`src/rtl/tt_mux_sel_seq_if.sv`:
```
// Request channel into the mux-select sequencer: target project address plus
// enable flag, transferred on a valid/ready handshake.
interface tt_mux_sel_seq_if #(
    parameter int ADDR_W = 5
);
    logic              req_valid;
    logic              req_ready;
    logic [ADDR_W-1:0] req_addr;
    logic              req_ena;

    modport master (
        output req_valid,
        output req_addr,
        output req_ena,
        input  req_ready
    );

    modport slave (
        input  req_valid,
        input  req_addr,
        input  req_ena,
        output req_ready
    );
endinterface

```
`src/rtl/tt_mux_sel_seq.sv`:
```
// Drives the mux-control pads (counter reset, counter increment, enable) so the
// on-chip address counter lands on a requested project, tracking it in a shadow.
module tt_mux_sel_seq #(
    parameter int ADDR_W        = 5,
    parameter int PULSE_CYCLES  = 2,
    parameter int SETTLE_CYCLES = 4
) (
    input  logic              clk,
    input  logic              rst_n,
    tt_mux_sel_seq_if.slave   req,
    output logic              busy,
    output logic              done,
    output logic [ADDR_W-1:0] cur_addr,
    output logic              ctrl_sel_rst_n,
    output logic              ctrl_sel_inc,
    output logic              ctrl_ena
);

    localparam int MAX_CYC = (PULSE_CYCLES > SETTLE_CYCLES) ? PULSE_CYCLES : SETTLE_CYCLES;
    localparam int CNT_W   = (MAX_CYC > 1) ? $clog2(MAX_CYC) : 1;
    localparam logic [CNT_W-1:0] PULSE_LAST  = CNT_W'(PULSE_CYCLES - 1);
    localparam logic [CNT_W-1:0] SETTLE_LAST = CNT_W'(SETTLE_CYCLES - 1);

    typedef enum logic [3:0] {
        INIT,
        IDLE,
        DISABLE,
        CRST,
        CREL,
        INC_HI,
        INC_LO,
        SETTLE,
        ENABLE
    } state_t;

    state_t            state, state_nxt;
    logic [CNT_W-1:0]  cnt, cnt_nxt;
    logic [ADDR_W-1:0] tgt_addr, tgt_addr_nxt;
    logic [ADDR_W-1:0] cur_addr_nxt;
    logic              tgt_ena, tgt_ena_nxt;
    logic              ctrl_ena_nxt;
    logic              req_ready_q;
    logic              pulse_last;
    logic              settle_last;

    assign req.req_ready = req_ready_q;
    assign pulse_last    = (cnt == PULSE_LAST);
    assign settle_last   = (cnt == SETTLE_LAST);

    // Next-state logic; cnt times the current phase and restarts on every transition.
    always_comb begin
        state_nxt    = state;
        cnt_nxt      = cnt + CNT_W'(1);
        cur_addr_nxt = cur_addr;
        tgt_addr_nxt = tgt_addr;
        tgt_ena_nxt  = tgt_ena;
        ctrl_ena_nxt = ctrl_ena;
        case (state)
            INIT: begin
                cur_addr_nxt = '0;
                if (pulse_last) begin
                    state_nxt = IDLE;
                    cnt_nxt   = '0;
                end
            end
            IDLE: begin
                cnt_nxt = '0;
                if (req.req_valid) begin
                    tgt_addr_nxt = req.req_addr;
                    tgt_ena_nxt  = req.req_ena;
                    // Re-selecting the current project leaves the enable untouched.
                    if (req.req_ena && (req.req_addr == cur_addr)) begin
                        state_nxt = SETTLE;
                    end else begin
                        state_nxt    = DISABLE;
                        ctrl_ena_nxt = 1'b0;
                    end
                end
            end
            DISABLE: begin
                if (settle_last) begin
                    cnt_nxt = '0;
                    if (!tgt_ena) begin
                        state_nxt    = ENABLE;
                        ctrl_ena_nxt = tgt_ena;
                    end else if (tgt_addr < cur_addr) begin
                        state_nxt = CRST;
                    end else if (tgt_addr == cur_addr) begin
                        state_nxt = SETTLE;
                    end else begin
                        state_nxt = INC_HI;
                    end
                end
            end
            CRST: begin
                if (pulse_last) begin
                    cnt_nxt      = '0;
                    cur_addr_nxt = '0;
                    state_nxt    = CREL;
                end
            end
            CREL: begin
                if (pulse_last) begin
                    cnt_nxt   = '0;
                    state_nxt = (tgt_addr == cur_addr) ? SETTLE : INC_HI;
                end
            end
            INC_HI: begin
                if (pulse_last) begin
                    cnt_nxt      = '0;
                    cur_addr_nxt = cur_addr + ADDR_W'(1);
                    state_nxt    = INC_LO;
                end
            end
            INC_LO: begin
                if (pulse_last) begin
                    cnt_nxt   = '0;
                    state_nxt = (tgt_addr == cur_addr) ? SETTLE : INC_HI;
                end
            end
            SETTLE: begin
                if (settle_last) begin
                    cnt_nxt      = '0;
                    state_nxt    = ENABLE;
                    ctrl_ena_nxt = tgt_ena;
                end
            end
            ENABLE: begin
                cnt_nxt   = '0;
                state_nxt = IDLE;
            end
            default: begin
                cnt_nxt   = '0;
                state_nxt = INIT;
            end
        endcase
    end

    // Pad outputs are registered from the next state so they never glitch.
    always_ff @(posedge clk) begin
        if (!rst_n) begin
            state          <= INIT;
            cnt            <= '0;
            cur_addr       <= '0;
            tgt_addr       <= '0;
            tgt_ena        <= 1'b0;
            ctrl_ena       <= 1'b0;
            ctrl_sel_rst_n <= 1'b0;
            ctrl_sel_inc   <= 1'b0;
            req_ready_q    <= 1'b0;
            busy           <= 1'b1;
            done           <= 1'b0;
        end else begin
            state          <= state_nxt;
            cnt            <= cnt_nxt;
            cur_addr       <= cur_addr_nxt;
            tgt_addr       <= tgt_addr_nxt;
            tgt_ena        <= tgt_ena_nxt;
            ctrl_ena       <= ctrl_ena_nxt;
            ctrl_sel_rst_n <= !((state_nxt == INIT) || (state_nxt == CRST));
            ctrl_sel_inc   <= (state_nxt == INC_HI);
            req_ready_q    <= (state_nxt == IDLE);
            busy           <= (state_nxt != IDLE);
            done           <= (state_nxt == ENABLE);
        end
    end

endmodule

```
`src/flat_wrapper.sv`:
```
// flat-port wrapper written by rule: the top's interface ports become plain ports
module tt_mux_sel_seq_flat 
#(
    parameter int ADDR_W        = 5,
    parameter int PULSE_CYCLES  = 2,
    parameter int SETTLE_CYCLES = 4
)
  (clk, rst_n, busy, done, cur_addr, ctrl_sel_rst_n, ctrl_sel_inc, ctrl_ena, req_req_valid, req_req_addr, req_req_ena, req_req_ready);
  tt_mux_sel_seq_if #(.ADDR_W(ADDR_W)) req_i ();
  input  logic clk;
  input  logic rst_n;
  output logic busy;
  output logic done;
  output logic [ADDR_W-1:0] cur_addr;
  output logic ctrl_sel_rst_n;
  output logic ctrl_sel_inc;
  output logic ctrl_ena;
  input wire logic [$bits(req_i.req_valid)-1:0] req_req_valid;
  input wire logic [$bits(req_i.req_addr)-1:0] req_req_addr;
  input wire logic [$bits(req_i.req_ena)-1:0] req_req_ena;
  output wire logic [$bits(req_i.req_ready)-1:0] req_req_ready;
  assign req_i.req_valid = req_req_valid;
  assign req_i.req_addr = req_req_addr;
  assign req_i.req_ena = req_req_ena;
  assign req_req_ready = req_i.req_ready;
  tt_mux_sel_seq #(.ADDR_W(ADDR_W), .PULSE_CYCLES(PULSE_CYCLES), .SETTLE_CYCLES(SETTLE_CYCLES)) u_core (.clk(clk), .rst_n(rst_n), .req(req_i), .busy(busy), .done(done), .cur_addr(cur_addr), .ctrl_sel_rst_n(ctrl_sel_rst_n), .ctrl_sel_inc(ctrl_sel_inc), .ctrl_ena(ctrl_ena));
endmodule
```
`config.mk`:
```
export PLATFORM = sky130hd
export DESIGN_NAME = tt_mux_sel_seq_flat
export DESIGN_NICKNAME = d
export VERILOG_FILES = /design/src/rtl/tt_mux_sel_seq_if.sv /design/src/rtl/tt_mux_sel_seq.sv /design/src/flat_wrapper.sv
export SDC_FILE = /design/constraint.sdc
export NUM_CORES = 1
export LEC_CHECK = 0
export ABC_AREA = 0
export CAP_MARGIN = 5
export CORE_AREA = 5 5 52 65
export DETAILED_ROUTE_END_ITERATION = 12
export DIE_AREA = 0 0 57 70
export GPL_TIMING_DRIVEN = 0
export PLACE_DENSITY = 0.91
export SETUP_SLACK_MARGIN = 0.15
export SYNTH_ARGS = -nofsm -noshare
export SYNTH_HDL_FRONTEND = slang
export SYNTH_SLANG_ARGS = --single-unit
```
`constraint.sdc`:
```
create_clock -name clk -period 5.83 [get_ports clk]
set_input_delay 1.166 -clock clk [delete_from_list [all_inputs] [get_ports clk]]
set_output_delay 1.166 -clock clk [all_outputs]
set_load 0.02 [all_outputs]
```
After elaboration in Yosys (flattened, before gate mapping)
Cells that the tools add are included.
Widths: inputs -> output; s select.
- magnitude comparators: 1
- add/subtract/negate cells: 2
- muxes and demuxes: 24
- reductions and logical operators: 13
- equal/unequal tests: 24
- operators with widths (cell ; count):
    $mux 4 ; 9
    $pmux 4 s8 ; 1
    $eq 4x3->1 const B ; 5
    $pmux 5 s3 ; 1
    $eq 4x2->1 const B ; 3
    $eq 5x5->1 ; 2
    $mux 5 ; 2
    $eq 4x1->1 const B ; 2
    $eq 4x4->1 const B ; 2
    $logic_not 4->1 ; 2
    $ne 2x1->1 const B ; 4
    $mux 2 ; 3
    $ne 2x2->1 const B ; 3
    $reduce_and 6->1 ; 1
    $reduce_bool 3->1 ; 2
    $add 5x1->5 const B ; 1
    $lt 5x5->1 ; 1
    $mux 1 ; 5
    $reduce_or 5->1 ; 1
    $ne 4x1->1 const B ; 1
    $pmux 2 s2 ; 1
    $reduce_or 2->1 ; 2
    $mux 3 ; 1
    $pmux 1 s3 ; 1
    other kinds (8) ; 8
- output and inout port bits: 11
- register bits: 23
- logic and storage cells: 75

Depth between registers and ports, before layout
- depth in word-level cells: 9
- depth in mapped cells: 9
- depth with buffers taken out: 8

Least setup slack after synthesis
OpenSTA, ideal clock, no wires.
- path kind: input to register
- start: in req_req_valid
- end: reg u_core.busy
- data required time: 5.694 ns
- buffers on the path: 1
- setup time: 0.136 ns
- stages: 5
- data arrival time: 2.232 ns
- setup slack: 3.462 ns
- path through: clkbuf_1 > and3b_1 > a221o_1 > a22o_4 > nand3b_1
- cells in the longest elaborated chain, start to end: 3
- RTL lines (item ; RTL line ; text):
    from (decl) ; flat_wrapper.sv:18 ; input wire logic [$bits(req_i.req_valid)-1:0] req_req_valid;
    $mux 4 ; tt_mux_sel_seq.sv:68 ; if (req.req_valid) begin
    $pmux 4 s8 ; tt_mux_sel_seq.sv:58 ; case (state)
    $ne 4x1->1 ; tt_mux_sel_seq.sv:163 ; busy <= (state_nxt != IDLE);
    to (signal assigned) ; tt_mux_sel_seq.sv:163 ;
    to (decl) ; tt_mux_sel_seq.sv:11 ; output logic busy,
Every way passes these cells.
A chain may end at the register's enable or synchronous reset.

Worst setup path after layout
- start: reg u_core.cur_addr[0]
- end: out cur_addr[0]
- RTL lines (item ; RTL line ; text):
    from (decl) ; tt_mux_sel_seq.sv:13 ; output logic [ADDR_W-1:0] cur_addr,
    from (signal assigned) ; tt_mux_sel_seq.sv:156 ; cur_addr <= cur_addr_nxt;
    to (decl) ; flat_wrapper.sv:14 ; output logic [ADDR_W-1:0] cur_addr;
No word-level cell between the ends.

==> impl_metrics.py <==
metrics = {
    "sta": {
        "finalHoldViolations": 0,
        "hold_slack_ns": 0.465,
        "min_period_over_period_pct": 46.3,
        "finalSetupViolations": 0,
        "skew_ns": 0.0147,
        "slew_viol_final": 0,
        "max_freq_mhz": 371,
        "tightest_slew_ns": 0.618,
        "fin_setup_tns_ns": 0,
        "slew_headroom_pct": 58.4,
        "rsz0062_at_grt": "false",
        "min_period_ns": 2.70,
    },
    "detailed_routing": {
        "ant_nets": 0,
        "num_vias": 1344,
        "drtPass1Iterations": 4,
        "wl_per_cell_um": 13.7,
        "routed_wirelength_um": 3230,
        "viasPerCell": 5.72,
        "drc": 0,
        "drt_iter0_drc": 46,
    },
    "worst_setup_path": {
        "cp-end-kind": "output pin",
        "cp_slowest_stage_delay_ns": 0.68,
        "path_buf_inv": 1,
        "cp-start-kind": "flip-flop",
        "crit_slowest_cell": "clkdlybuf4s50_1",
        "crit_arrival_ns": 1.53,
        "path_max_fanout": 6,
        "cp_data_required_time_ns": 4.66,
        "r2r_start": "u_core.cur_addr[3]",
        "crit_type": "flip-flop to output pin",
        "critPathTopFamily": "buffers and inverters",
        "crit_start": "u_core.cur_addr[0]",
        "crit_chain": "clkdlybuf4s50_1",
    },
    "global_route": {
        "grt-ovfl-total": 0,
        "grt_pass1_vias": 1226,
        "grt_max_degree": 14,
        "antenna_found_initial": 0,
        "grt.total_usage_pct": 17.4,
        "grt_pass1_wl_um": 5670,
    },
    "place": {
        "dp_cells": 231,
        "dp_hpwl_um": 2480,
        "place_congestion": 0.854,
        "io_buffers": 18,
        "place_area_um2": 1750,
    },
    "synth": {
        "synth_top_family_by_area": "simple AND/OR/NAND/NOR gates",
        "yosysSeqAreaShare_pct": 30.2,
        "syn_area_um2": 1520,
        "synthCells": 179,
        "synth_top_flop_cell": "dfxtp_1",
        "synth_seq_cells": 23,
        "synth-compound-area-share_pct": 18.6,
        "synth_edf_count": 0,
        "yosysWarnings": 0,
        "muxShareOfSynthArea_pct": 1.97,
        "syn_avg_cell_area_um2": 8.51,
        "synth_xor_area_share_pct": 6.81,
        "async_flop_share_pct": 0,
        "synth_cell_type_count": 48,
        "yosys.area_share.simple_pct": 27.5,
        "synth_nets": 197,
        "synthAdderAreaFrac_pct": 7.39,
    },
    "floorplanning": {
        "dieHeight_um": 70,
        "core_um2": 2680,
        "rows": 21,
        "chipWidth_um": 57,
        "dieArea_um2": 3990,
        "io_pins": 20,
        "start_util_pct": 56.9,
    },
    "power_and_ir_drop": {
        "irDropWorstVdd_uv": 182,
        "p_per_area_nw_per_um2": 202,
        "power.leakage_nw": 0.662,
        "total_power_w": 0.000358,
    },
    "layout": {
        "syn_to_final_growth_pct": 16.4,
        "drive_gt1_share_pct": 10.9,
        "final_common_cell": "dfxtp_1",
        "fin_area_um2": 1770,
        "layout_common_cells": "dfxtp_1 (23), clkdlybuf4s50_1 (18)",
        "fillers": 257,
        "fin_nets": 220,
        "layoutNonFillerInstCount": 235,
        "diodes": 0,
    },
    "clock_network": {
        "cts_hold_buffers": 0,
        "cts.sink_count": 23,
        "cts_resized": 0,
        "cts_tree": "built",
        "clk_pin_slew_worst_paths_ns": 0.14,
        "cts_buffer_depth": 2,
        "htree_levels": 1,
        "insertion_delay_ns": 0.33,
        "cts_made_buffers": 3,
        "post-cts-setup-buffer-count": 0,
        "cts_root_buf": "clkbuf_4",
    },
    "min_path": {
        "hp-start": "u_core.tgt_addr[0]",
        "min_path_type": "flip-flop to flip-flop",
    },
    "run": {
        "maxCapViolCount": 0,
    },
    "run_status": {
        "status": "completed",
    },
}
## metal layers
metal | up-vias | global-route usage, % | routed length [um]
met5 | - | 0 | 0
li1 | 683 | - | -
met2 | 36 | 28.3 | 1650
met3 | 10 | 2.03 | 115
met1 | 615 | 22.3 | 1370
met4 | 0 | 8.51 | 91
## final cells by class
type | count | area (um^2) | area share [%]
sequential | 23 | 460 | 26.0
buffer | 10 | 65.1 | 3.67
multi-input combinational | 133 | 950 | 53.5
clock inverter | 1 | 5.00 | 0.282
clock buffer | 3 | 22.5 | 1.27
timing repair buffer | 18 | 180 | 10.2
tap | 34 | 42.5 | 2.40
inverter | 13 | 48.8 | 2.75
## worst paths after layout
kind	cells after the start	end	slack (ns)
worst max-delay path	1	cur_addr[0]	3.13
worst min-delay path	2	u_core.tgt_addr[0]	0.47
worst max register to register	7	u_core.req.req_ready	3.55
worst min register to register	2	u_core.tgt_addr[0]	0.47
## cells in the mapped netlist, types with 3 or more instances
cell      instances  area share, %
dfxtp_1          23             30
a21oi_1          12            3.9
mux2i_1           3            2.0
and2_1            3            1.2
nor3_1            7            2.3
and3_1            3            1.2
ha_1              9            7.4
inv_1            12            3.0
buf_2             4            1.3
nand2b_1          6            2.5
nand2_1          12            3.0
and3b_1           3            1.7
nand3_1          10            3.3
nor2_1           12            3.0
xnor2_1          10            5.7
a211oi_1          5            2.5
## metrics by stage
stage	utilization [%]	setup slack, ns
finish	66.2	3.13
global route	66.2	3.10
detailed placement	65.2	3.02
global placement	65.2	3.09
CTS	66.2	3.13
floorplan	-	3.46
## registers in the layout, summed over array words and instances (netlist names)
name	count
u_core.done	1
u_core.ctrl_ena	1
u_core.state	4
u_core.ctrl_sel_inc	1
u_core.ctrl_sel_rst_n	1
u_core.cnt	2
u_core.req.req_ready	1
u_core.busy	1
u_core.tgt_ena	1
u_core.tgt_addr	5
u_core.cur_addr	5
## where the power goes
part / internal [W] / switching [W] / total, W / leakage (nW)
clock: 0.0000257 / 0.0000516 / 0.0000773 / 0.0177
sequential: 0.000166 / 0.00000656 / 0.000173 / 0.186
combinational: 0.0000500 / 0.0000576 / 0.000108 / 0.458
total: 0.000242 / 0.000116 / 0.000358 / 0.662
## kinds of logic after synthesis
family          after synthesis
compound gates               38
flops                        23
simple gates                 72
mux                           3
fa+ha+maj                     9
xor+xnor                     11
buf+inv                      23
(Power assumes the default switching activity.)
